File: src/rtl/match_controller_if.sv
//------------------------------------------------------------------------------
// match_controller_if : button, miss and game-flow signals of the match sequencer
// Revision: 1.0
//------------------------------------------------------------------------------
`default_nettype none

interface match_controller_if;
  logic [3:0] btn_n;
  logic       miss_left;
  logic       miss_right;
  logic [3:0] btn_db;
  logic [2:0] state;
  logic       run_en;
  logic       sq_shown;
  logic       ball_reset;
  logic       serve_dir;
  logic [3:0] score_p1;
  logic [3:0] score_p2;
  logic       game_startup;
  logic       game_over;
  logic       winner;

  modport master (
    input  btn_n, miss_left, miss_right,
    output btn_db, state, run_en, sq_shown, ball_reset, serve_dir,
           score_p1, score_p2, game_startup, game_over, winner
  );

  modport slave (
    output btn_n, miss_left, miss_right,
    input  btn_db, state, run_en, sq_shown, ball_reset, serve_dir,
           score_p1, score_p2, game_startup, game_over, winner
  );
endinterface

`default_nettype wire

File: src/rtl/match_controller.sv
//------------------------------------------------------------------------------
// match_controller : Pong match sequencer - button debounce, scoring, game FSM
// Revision: 1.0
//------------------------------------------------------------------------------
`default_nettype none

module match_controller #(
  parameter int CLK_HZ      = 25_175_000,
  parameter int LOCKOUT     = 2_500_000,
  parameter int SERVE_DELAY = 50_350_000,
  parameter int DEBOUNCE    = 250_000,
  parameter int MAX_SCORE   = 11
) (
  input  wire logic          clk_0,
  input  wire logic          rst,
  match_controller_if.master bus
);

  localparam int c_db_w   = $clog2(DEBOUNCE + 1);
  localparam int c_lock_w = $clog2(LOCKOUT + 1);
  localparam int c_dly_w  = $clog2(SERVE_DELAY + 1);

  localparam logic [c_db_w-1:0]   c_db_max    = c_db_w'(DEBOUNCE);
  localparam logic [c_lock_w-1:0] c_lock_max  = c_lock_w'(LOCKOUT - 1);
  localparam logic [c_dly_w-1:0]  c_dly_last  = c_dly_w'(SERVE_DELAY - 1);
  localparam logic [3:0]          c_max_score = 4'(MAX_SCORE);

  if (CLK_HZ <= 0 || LOCKOUT < 1 || SERVE_DELAY < 1 || DEBOUNCE < 1 ||
      MAX_SCORE < 1 || MAX_SCORE > 15) begin : g_param_check
    $error("match_controller: parameter out of range");
  end

  typedef enum logic [2:0] {
    S_STARTUP = 3'd0,
    S_SERVE   = 3'd1,
    S_RALLY   = 3'd2,
    S_POINT   = 3'd3,
    S_OVER    = 3'd4
  } state_t;

  logic [3:0]        r_sync1;
  logic [3:0]        r_sync2;
  logic [3:0]        r_btn_db;
  logic [3:0]        r_db_prev;
  logic [c_db_w-1:0] r_db_cnt [4];
  logic              r_press;

  // Synchronizer idles high (released) so reset never looks like a press.
  always_ff @(posedge clk_0 or negedge rst) begin
    if (!rst) begin
      r_sync1   <= '1;
      r_sync2   <= '1;
      r_btn_db  <= '0;
      r_db_prev <= '0;
      r_press   <= 1'b0;
      for (int i = 0; i < 4; i++) begin
        r_db_cnt[i] <= '0;
      end
    end else begin
      r_sync1   <= bus.btn_n;
      r_sync2   <= r_sync1;
      r_db_prev <= r_btn_db;
      r_press   <= |(r_btn_db & ~r_db_prev);
      for (int i = 0; i < 4; i++) begin
        if (~r_sync2[i] == r_btn_db[i]) begin
          r_db_cnt[i] <= '0;
        end else if (r_db_cnt[i] == c_db_max) begin
          r_btn_db[i] <= ~r_sync2[i];
          r_db_cnt[i] <= '0;
        end else begin
          r_db_cnt[i] <= r_db_cnt[i] + c_db_w'(1);
        end
      end
    end
  end

  state_t              r_state;
  logic [c_lock_w-1:0] r_lock_cnt;
  logic [c_dly_w-1:0]  r_dly_cnt;
  logic [3:0]          r_score_p1;
  logic [3:0]          r_score_p2;
  logic                r_serve_dir;
  logic                r_winner;
  logic                r_run_en;
  logic                r_sq_shown;
  logic                r_ball_reset;
  logic                r_game_startup;
  logic                r_game_over;

  always_ff @(posedge clk_0 or negedge rst) begin
    if (!rst) begin
      r_state        <= S_STARTUP;
      r_lock_cnt     <= '0;
      r_dly_cnt      <= '0;
      r_score_p1     <= '0;
      r_score_p2     <= '0;
      r_serve_dir    <= 1'b0;
      r_winner       <= 1'b0;
      r_run_en       <= 1'b0;
      r_sq_shown     <= 1'b0;
      r_ball_reset   <= 1'b0;
      r_game_startup <= 1'b1;
      r_game_over    <= 1'b0;
    end else begin
      r_ball_reset <= 1'b0;
      case (r_state)
        S_STARTUP, S_OVER: begin
          // Presses only count once the lockout counter has saturated.
          if (r_lock_cnt != c_lock_max) begin
            r_lock_cnt <= r_lock_cnt + c_lock_w'(1);
          end else if (r_press) begin
            r_score_p1     <= '0;
            r_score_p2     <= '0;
            r_serve_dir    <= 1'b0;
            r_dly_cnt      <= '0;
            r_ball_reset   <= 1'b1;
            r_game_startup <= 1'b0;
            r_game_over    <= 1'b0;
            r_state        <= S_SERVE;
          end
        end

        S_SERVE: begin
          if (r_dly_cnt == c_dly_last) begin
            r_run_en   <= 1'b1;
            r_sq_shown <= 1'b1;
            r_state    <= S_RALLY;
          end else begin
            r_dly_cnt <= r_dly_cnt + c_dly_w'(1);
          end
        end

        S_RALLY: begin
          if (bus.miss_left || bus.miss_right) begin
            r_run_en   <= 1'b0;
            r_sq_shown <= 1'b0;
            r_state    <= S_POINT;
            // A simultaneous double miss is a dead ball: no score, same server.
            if (bus.miss_right && !bus.miss_left) begin
              if (r_score_p1 != c_max_score) begin
                r_score_p1 <= r_score_p1 + 4'd1;
              end
              r_serve_dir <= 1'b1;
            end else if (bus.miss_left && !bus.miss_right) begin
              if (r_score_p2 != c_max_score) begin
                r_score_p2 <= r_score_p2 + 4'd1;
              end
              r_serve_dir <= 1'b0;
            end
          end
        end

        S_POINT: begin
          if (r_score_p1 == c_max_score || r_score_p2 == c_max_score) begin
            r_winner    <= (r_score_p2 == c_max_score);
            r_lock_cnt  <= '0;
            r_game_over <= 1'b1;
            r_state     <= S_OVER;
          end else begin
            r_dly_cnt    <= '0;
            r_ball_reset <= 1'b1;
            r_state      <= S_SERVE;
          end
        end

        default: begin
          r_run_en       <= 1'b0;
          r_sq_shown     <= 1'b0;
          r_game_startup <= 1'b1;
          r_game_over    <= 1'b0;
          r_lock_cnt     <= '0;
          r_state        <= S_STARTUP;
        end
      endcase
    end
  end

  assign bus.btn_db       = r_btn_db;
  assign bus.state        = r_state;
  assign bus.run_en       = r_run_en;
  assign bus.sq_shown     = r_sq_shown;
  assign bus.ball_reset   = r_ball_reset;
  assign bus.serve_dir    = r_serve_dir;
  assign bus.score_p1     = r_score_p1;
  assign bus.score_p2     = r_score_p2;
  assign bus.game_startup = r_game_startup;
  assign bus.game_over    = r_game_over;
  assign bus.winner       = r_winner;

endmodule

`default_nettype wire
File: src/flat_wrapper.sv
// flat-port wrapper written by rule: the top's interface ports become plain ports
module match_controller_flat 
#(
  parameter int CLK_HZ      = 25_175_000,
  parameter int LOCKOUT     = 2_500_000,
  parameter int SERVE_DELAY = 50_350_000,
  parameter int DEBOUNCE    = 250_000,
  parameter int MAX_SCORE   = 11
)
  (clk_0, rst, bus_btn_n, bus_miss_left, bus_miss_right, bus_btn_db, bus_state, bus_run_en, bus_sq_shown, bus_ball_reset, bus_serve_dir, bus_score_p1, bus_score_p2, bus_game_startup, bus_game_over, bus_winner);
  match_controller_if bus_i ();
  input  wire logic clk_0;
  input  wire logic rst;
  input wire logic [$bits(bus_i.btn_n)-1:0] bus_btn_n;
  input wire logic [$bits(bus_i.miss_left)-1:0] bus_miss_left;
  input wire logic [$bits(bus_i.miss_right)-1:0] bus_miss_right;
  output wire logic [$bits(bus_i.btn_db)-1:0] bus_btn_db;
  output wire logic [$bits(bus_i.state)-1:0] bus_state;
  output wire logic [$bits(bus_i.run_en)-1:0] bus_run_en;
  output wire logic [$bits(bus_i.sq_shown)-1:0] bus_sq_shown;
  output wire logic [$bits(bus_i.ball_reset)-1:0] bus_ball_reset;
  output wire logic [$bits(bus_i.serve_dir)-1:0] bus_serve_dir;
  output wire logic [$bits(bus_i.score_p1)-1:0] bus_score_p1;
  output wire logic [$bits(bus_i.score_p2)-1:0] bus_score_p2;
  output wire logic [$bits(bus_i.game_startup)-1:0] bus_game_startup;
  output wire logic [$bits(bus_i.game_over)-1:0] bus_game_over;
  output wire logic [$bits(bus_i.winner)-1:0] bus_winner;
  assign bus_i.btn_n = bus_btn_n;
  assign bus_i.miss_left = bus_miss_left;
  assign bus_i.miss_right = bus_miss_right;
  assign bus_btn_db = bus_i.btn_db;
  assign bus_state = bus_i.state;
  assign bus_run_en = bus_i.run_en;
  assign bus_sq_shown = bus_i.sq_shown;
  assign bus_ball_reset = bus_i.ball_reset;
  assign bus_serve_dir = bus_i.serve_dir;
  assign bus_score_p1 = bus_i.score_p1;
  assign bus_score_p2 = bus_i.score_p2;
  assign bus_game_startup = bus_i.game_startup;
  assign bus_game_over = bus_i.game_over;
  assign bus_winner = bus_i.winner;
  match_controller #(.CLK_HZ(CLK_HZ), .LOCKOUT(LOCKOUT), .SERVE_DELAY(SERVE_DELAY), .DEBOUNCE(DEBOUNCE), .MAX_SCORE(MAX_SCORE)) u_core (.clk_0(clk_0), .rst(rst), .bus(bus_i));
endmodule
File: config.mk
export PLATFORM = sky130hd
export DESIGN_NAME = match_controller_flat
export DESIGN_NICKNAME = d
export VERILOG_FILES = /design/src/rtl/match_controller_if.sv /design/src/rtl/match_controller.sv /design/src/flat_wrapper.sv
export SDC_FILE = /design/constraint.sdc
export NUM_CORES = 1
export LEC_CHECK = 0
export BUFFER_PORTS_ARGS = -buffer_cell sky130_fd_sc_hd__buf_2
export CAP_MARGIN = 20
export CORE_MARGIN = 10
export CORE_UTILIZATION = 55
export CTS_CLUSTER_SIZE = 40
export DETAILED_ROUTE_END_ITERATION = 7
export GPL_ROUTABILITY_DRIVEN = 0
export PLACE_DENSITY_LB_ADDON = 0.1
export SLEW_MARGIN = 15
export SYNTH_ARGS = -nofsm -noshare
export SYNTH_HDL_FRONTEND = slang
export SYNTH_SLANG_ARGS = --single-unit
File: constraint.sdc
create_clock -name clk_0 -period 4.69 [get_ports clk_0]
set_clock_uncertainty 0.15 [all_clocks]
set_input_delay 0.938 -clock clk_0 [delete_from_list [all_inputs] [get_ports clk_0]]
set_output_delay 0.938 -clock clk_0 [all_outputs]
set_load 0.02 [all_outputs]
==> impl_results.md <==
- Setup tns final: 0 ns
- Filler Cells Inserted: 1179
- TritonCTS clock tree: done
- Setup-failing EPs final: 0
- Crit-path max FO: 25
- CP max stage delay: 0.64 ns
- CP top delay family: simple AND/OR/NAND/NOR gates
- Post-synthesis sequential area ratio: 48.77%
- TritonCTS Sinks: 154
- Placed Cells: 990
- Layout area overhead: 10.74%
- Final max-slew violation count: 0
- Die ar.: 19610 um2
- CP required: 4.88 ns
- IO Count: 30
- Post-detail-place hpwl: 10930 um
- Avg Cell Area, Syn: 9.772 um2
- Antenna Nets Post-Route: 0
- Number of synthesis warnings: 0
- Pwr Total: 2870 uW
- Pre-CTS setup slack: 2.058 ns
- Status: completed
- WL/cell: 16.10 um
- Clock slew at reported path FFs: 0.07 ns
- # diodes: 0
- WL final: 16460 um
- Mapped Nets: 831
- Total CTS buffers: 17
- Post-synth EDFFs: 0
- First-pass GRT wire length: 28690 um
- Post-CTS sizing: 0
- Crit path buffers/inverters: 1
- Initial antenna violation count: 0
- Final std cells w/o fill: 1022
- FMAX: 377.3 MHz
- Row cnt: 43
- Die W: 140.0 um
- Pre-antenna DRT Iters: 5
- Via/cell ratio: 5.889
- Fin nets: 849
- CTS max path bufs: 2
- Via count of the first global-routing pass: 5974
- Slew margin rel.: 29.34%
- Power per Cell Area: 327.0 nW/um2
- Yosys reg bits: 154
- Core Footprint: 13990 um2
- Worst hold path type: flop to flop
- Gr ovfl total: 0
- Slowest CP cell: or4_4
- H-tree levels: 4
- Primary FF master, synth: dfrtp_1
- Kind of critical path: flop to flop
- Post-Syn Area: 7925 um2
- Crit start category: flop
- RSZ-0062 raised after global routing: false
- Vias: 6019
- Fin crit share: 56.52%
- Worst path cell trace: and2b_4, nand2b_1, or4_4, o21a_1, buf_4, a31oi_1
- P_leak: 0.003672 uW
- Asr flop ratio synth: 100.0%
- CP endpoint kind: flop
- Post-CTS Setup Bufs: 0
- Count of port buffers added during placement: 29
- Hold Buf Count CTS: 0
- Share of cells above drive strength 1: 12.23%
- All-Layer GR Usage: 17.21%
- Root Driver: clkbuf_16
- Setup ws final: 2.039 ns
- Register area: 3865 um2
- 1st-iter DRT viols: 372
- Max_cap viols: 0
- Unique masters post-synth: 66
- Peak supply drop: 0.3230 mV
- Worst-Skew Late Latency: 0.42 ns
- Worst Tran Pin Value: 1.060 ns
- Crit path arrival time: 2.84 ns
- Fin. Hold Viols: 0
- Multi-input logic area: 3777 um2
- DRC viols: 0
- Mapped Cells: 811
- Initial Utilization: 56.65%
- Die Span Y: 140.0 um
- Minimum clock period: 2.651 ns
- Largest net degree at the start of global routing: 87
==> final timing paths <==
path,from,slack [ns],depth (start not counted),end
worst max-delay path,u_core.bus.state[2]$_DFFE_PN0P_,2.04,6,u_core.r_dly_cnt[5]$_DFFE_PN0P_
worst min-delay path,u_core.r_sync1[1]$_DFF_PN1_,0.21,0,u_core.r_sync2[1]$_DFF_PN1_
worst max register to register,u_core.bus.state[2]$_DFFE_PN0P_,2.04,6,u_core.r_dly_cnt[5]$_DFFE_PN0P_
worst min register to register,u_core.r_sync1[1]$_DFF_PN1_,0.21,0,u_core.r_sync2[1]$_DFF_PN1_
max in group asynchronous,rst,3.06,2,u_core.r_sync2[0]$_DFF_PN1_
min in group asynchronous,rst,0.44,1,u_core.r_lock_cnt[21]$_DFFE_PN0P_
==> cell usage after synthesis, drive strengths merged (9+ instances only) <==
cell type | count | area (um2)
a21oi | 33 | 168.9
a31oi | 27 | 326.6
and3 | 16 | 100.1
and4 | 15 | 131.4
buf | 17 | 128.9
clkbuf | 16 | 61.30
dfrtp | 145 | 3628
dfstp | 9 | 236.5
ha | 12 | 150.1
inv | 26 | 97.59
nand2 | 70 | 265.3
nand3 | 54 | 270.3
nand4 | 30 | 187.7
nor2 | 102 | 382.9
nor3 | 12 | 60.06
nor4 | 11 | 81.32
o21ai | 42 | 210.2
or3 | 12 | 80.08
or4 | 10 | 78.82
xnor2 | 40 | 350.3
xor2 | 28 | 245.2
==> logic make-up after synthesis <==
logic type               synth area share, %
adder cells (fa/ha/maj)                1.894
AO/OA/AOI/OAI                          13.07
AND/OR/NAND/NOR                        24.60
XOR/XNOR                               7.515
multiplexers                          0.5210
flip-flops                             48.77
buffers and inverters                  3.631
==> placed cells by master, fill, tap and decap left out, types with 3 or more instances in the layout <==
master      netlist  routed
clkinvlp_4        0       3
a31oi_4           8       8
and3_1           16      16
o31ai_1           6       6
inv_6             0       4
a41oi_1           6       6
ha_1             12      12
nor4bb_1          5       5
mux2i_1           3       3
nor4b_1           4       4
a31oi_2           6       6
and4_1           15      15
nand2b_1          5       5
dfrtp_1         145     145
dfstp_2           9       9
a21oi_1          32      32
nand2_1          69      69
or3_1            11      11
nor3b_1           7       6
a21boi_0          3       3
xnor2_1          40      40
clkinv_4          0       3
a31oi_1          13      13
nand4_1          30      30
nand3_1          54      54
clkbuf_16         0      17
o21ai_0          41      41
and2_1            6       6
nor4_1            9       9
xor2_1           28      28
buf_2             9      28
nor3_1           12      12
bufinv_16         0       3
nand3b_1          3       3
inv_1            26      26
nor2_1          102     102
o21a_1            7       7
or4_1             9       9
==> metal layers <==
metal	up-vias	track usage (%)	share of wire, %
met1	2981	21.97	47
met2	83	28.31	49
met3	16	3.922	2.8
met4	0	5.489	1.0
met5	-	0	0
li1	2939	-	-
==> metrics by stage <==
| stage | util (%) | instance area (um2) | hold slack, ns |
|---|---|---|---|
| 2_1_floorplan | - | 7925 | 0.1952 |
| 3_3_place_gp | 58.27 | 8152 | 0.1969 |
| 3_5_place_dp | 58.27 | 8152 | 0.1973 |
| 4_1_cts | 62.74 | 8776 | 0.2070 |
| 5_1_grt | 62.74 | 8776 | 0.2100 |
| 6_report | 62.74 | 8776 | 0.2053 |
==> report_power, final <==
| group | total (uW) | leakage [uW] | internal [uW] | switching (uW) |
|---|---|---|---|---|
| logic | 66.8 | 0.00130 | 17.8 | 48.9 |
| clock network | 1450 | 0.000296 | 864 | 582 |
| registers | 1360 | 0.00208 | 1340 | 13.1 |
| total | 2870 | 0.00367 | 2230 | 644 |
==> worst register-to-register path, stage by stage (launching register included) <==
cell and delay (ns):
dfrtp_1 0.54, and2b_4 0.35, nand2b_1 0.24, or4_4 0.64, o21a_1 0.13, buf_4 0.27, a31oi_1 0.25
==> registers in the layout, indices dropped and copies added (netlist names) <==
signal,count
u_core.bus.ball_reset,1
u_core.bus.btn_db,4
u_core.bus.game_over,1
u_core.bus.game_startup,1
u_core.bus.run_en,1
u_core.bus.score_p1,4
u_core.bus.score_p2,4
u_core.bus.serve_dir,1
u_core.bus.state,3
u_core.bus.winner,1
u_core.r_db_cnt,72
u_core.r_db_prev,4
u_core.r_dly_cnt,26
u_core.r_lock_cnt,22
u_core.r_press,1
u_core.r_sync1,4
u_core.r_sync2,4
==> layout make-up <==
type                    count  area share, %
inverters                  26          1.112
well taps                 180          2.566
multi-input cells         598          43.04
clock inverters            14          2.110
clock buffers              18          5.004
repair buffers             32          2.124
flip-flops and latches    154          44.04
Power figures use the tool's default switching activity.
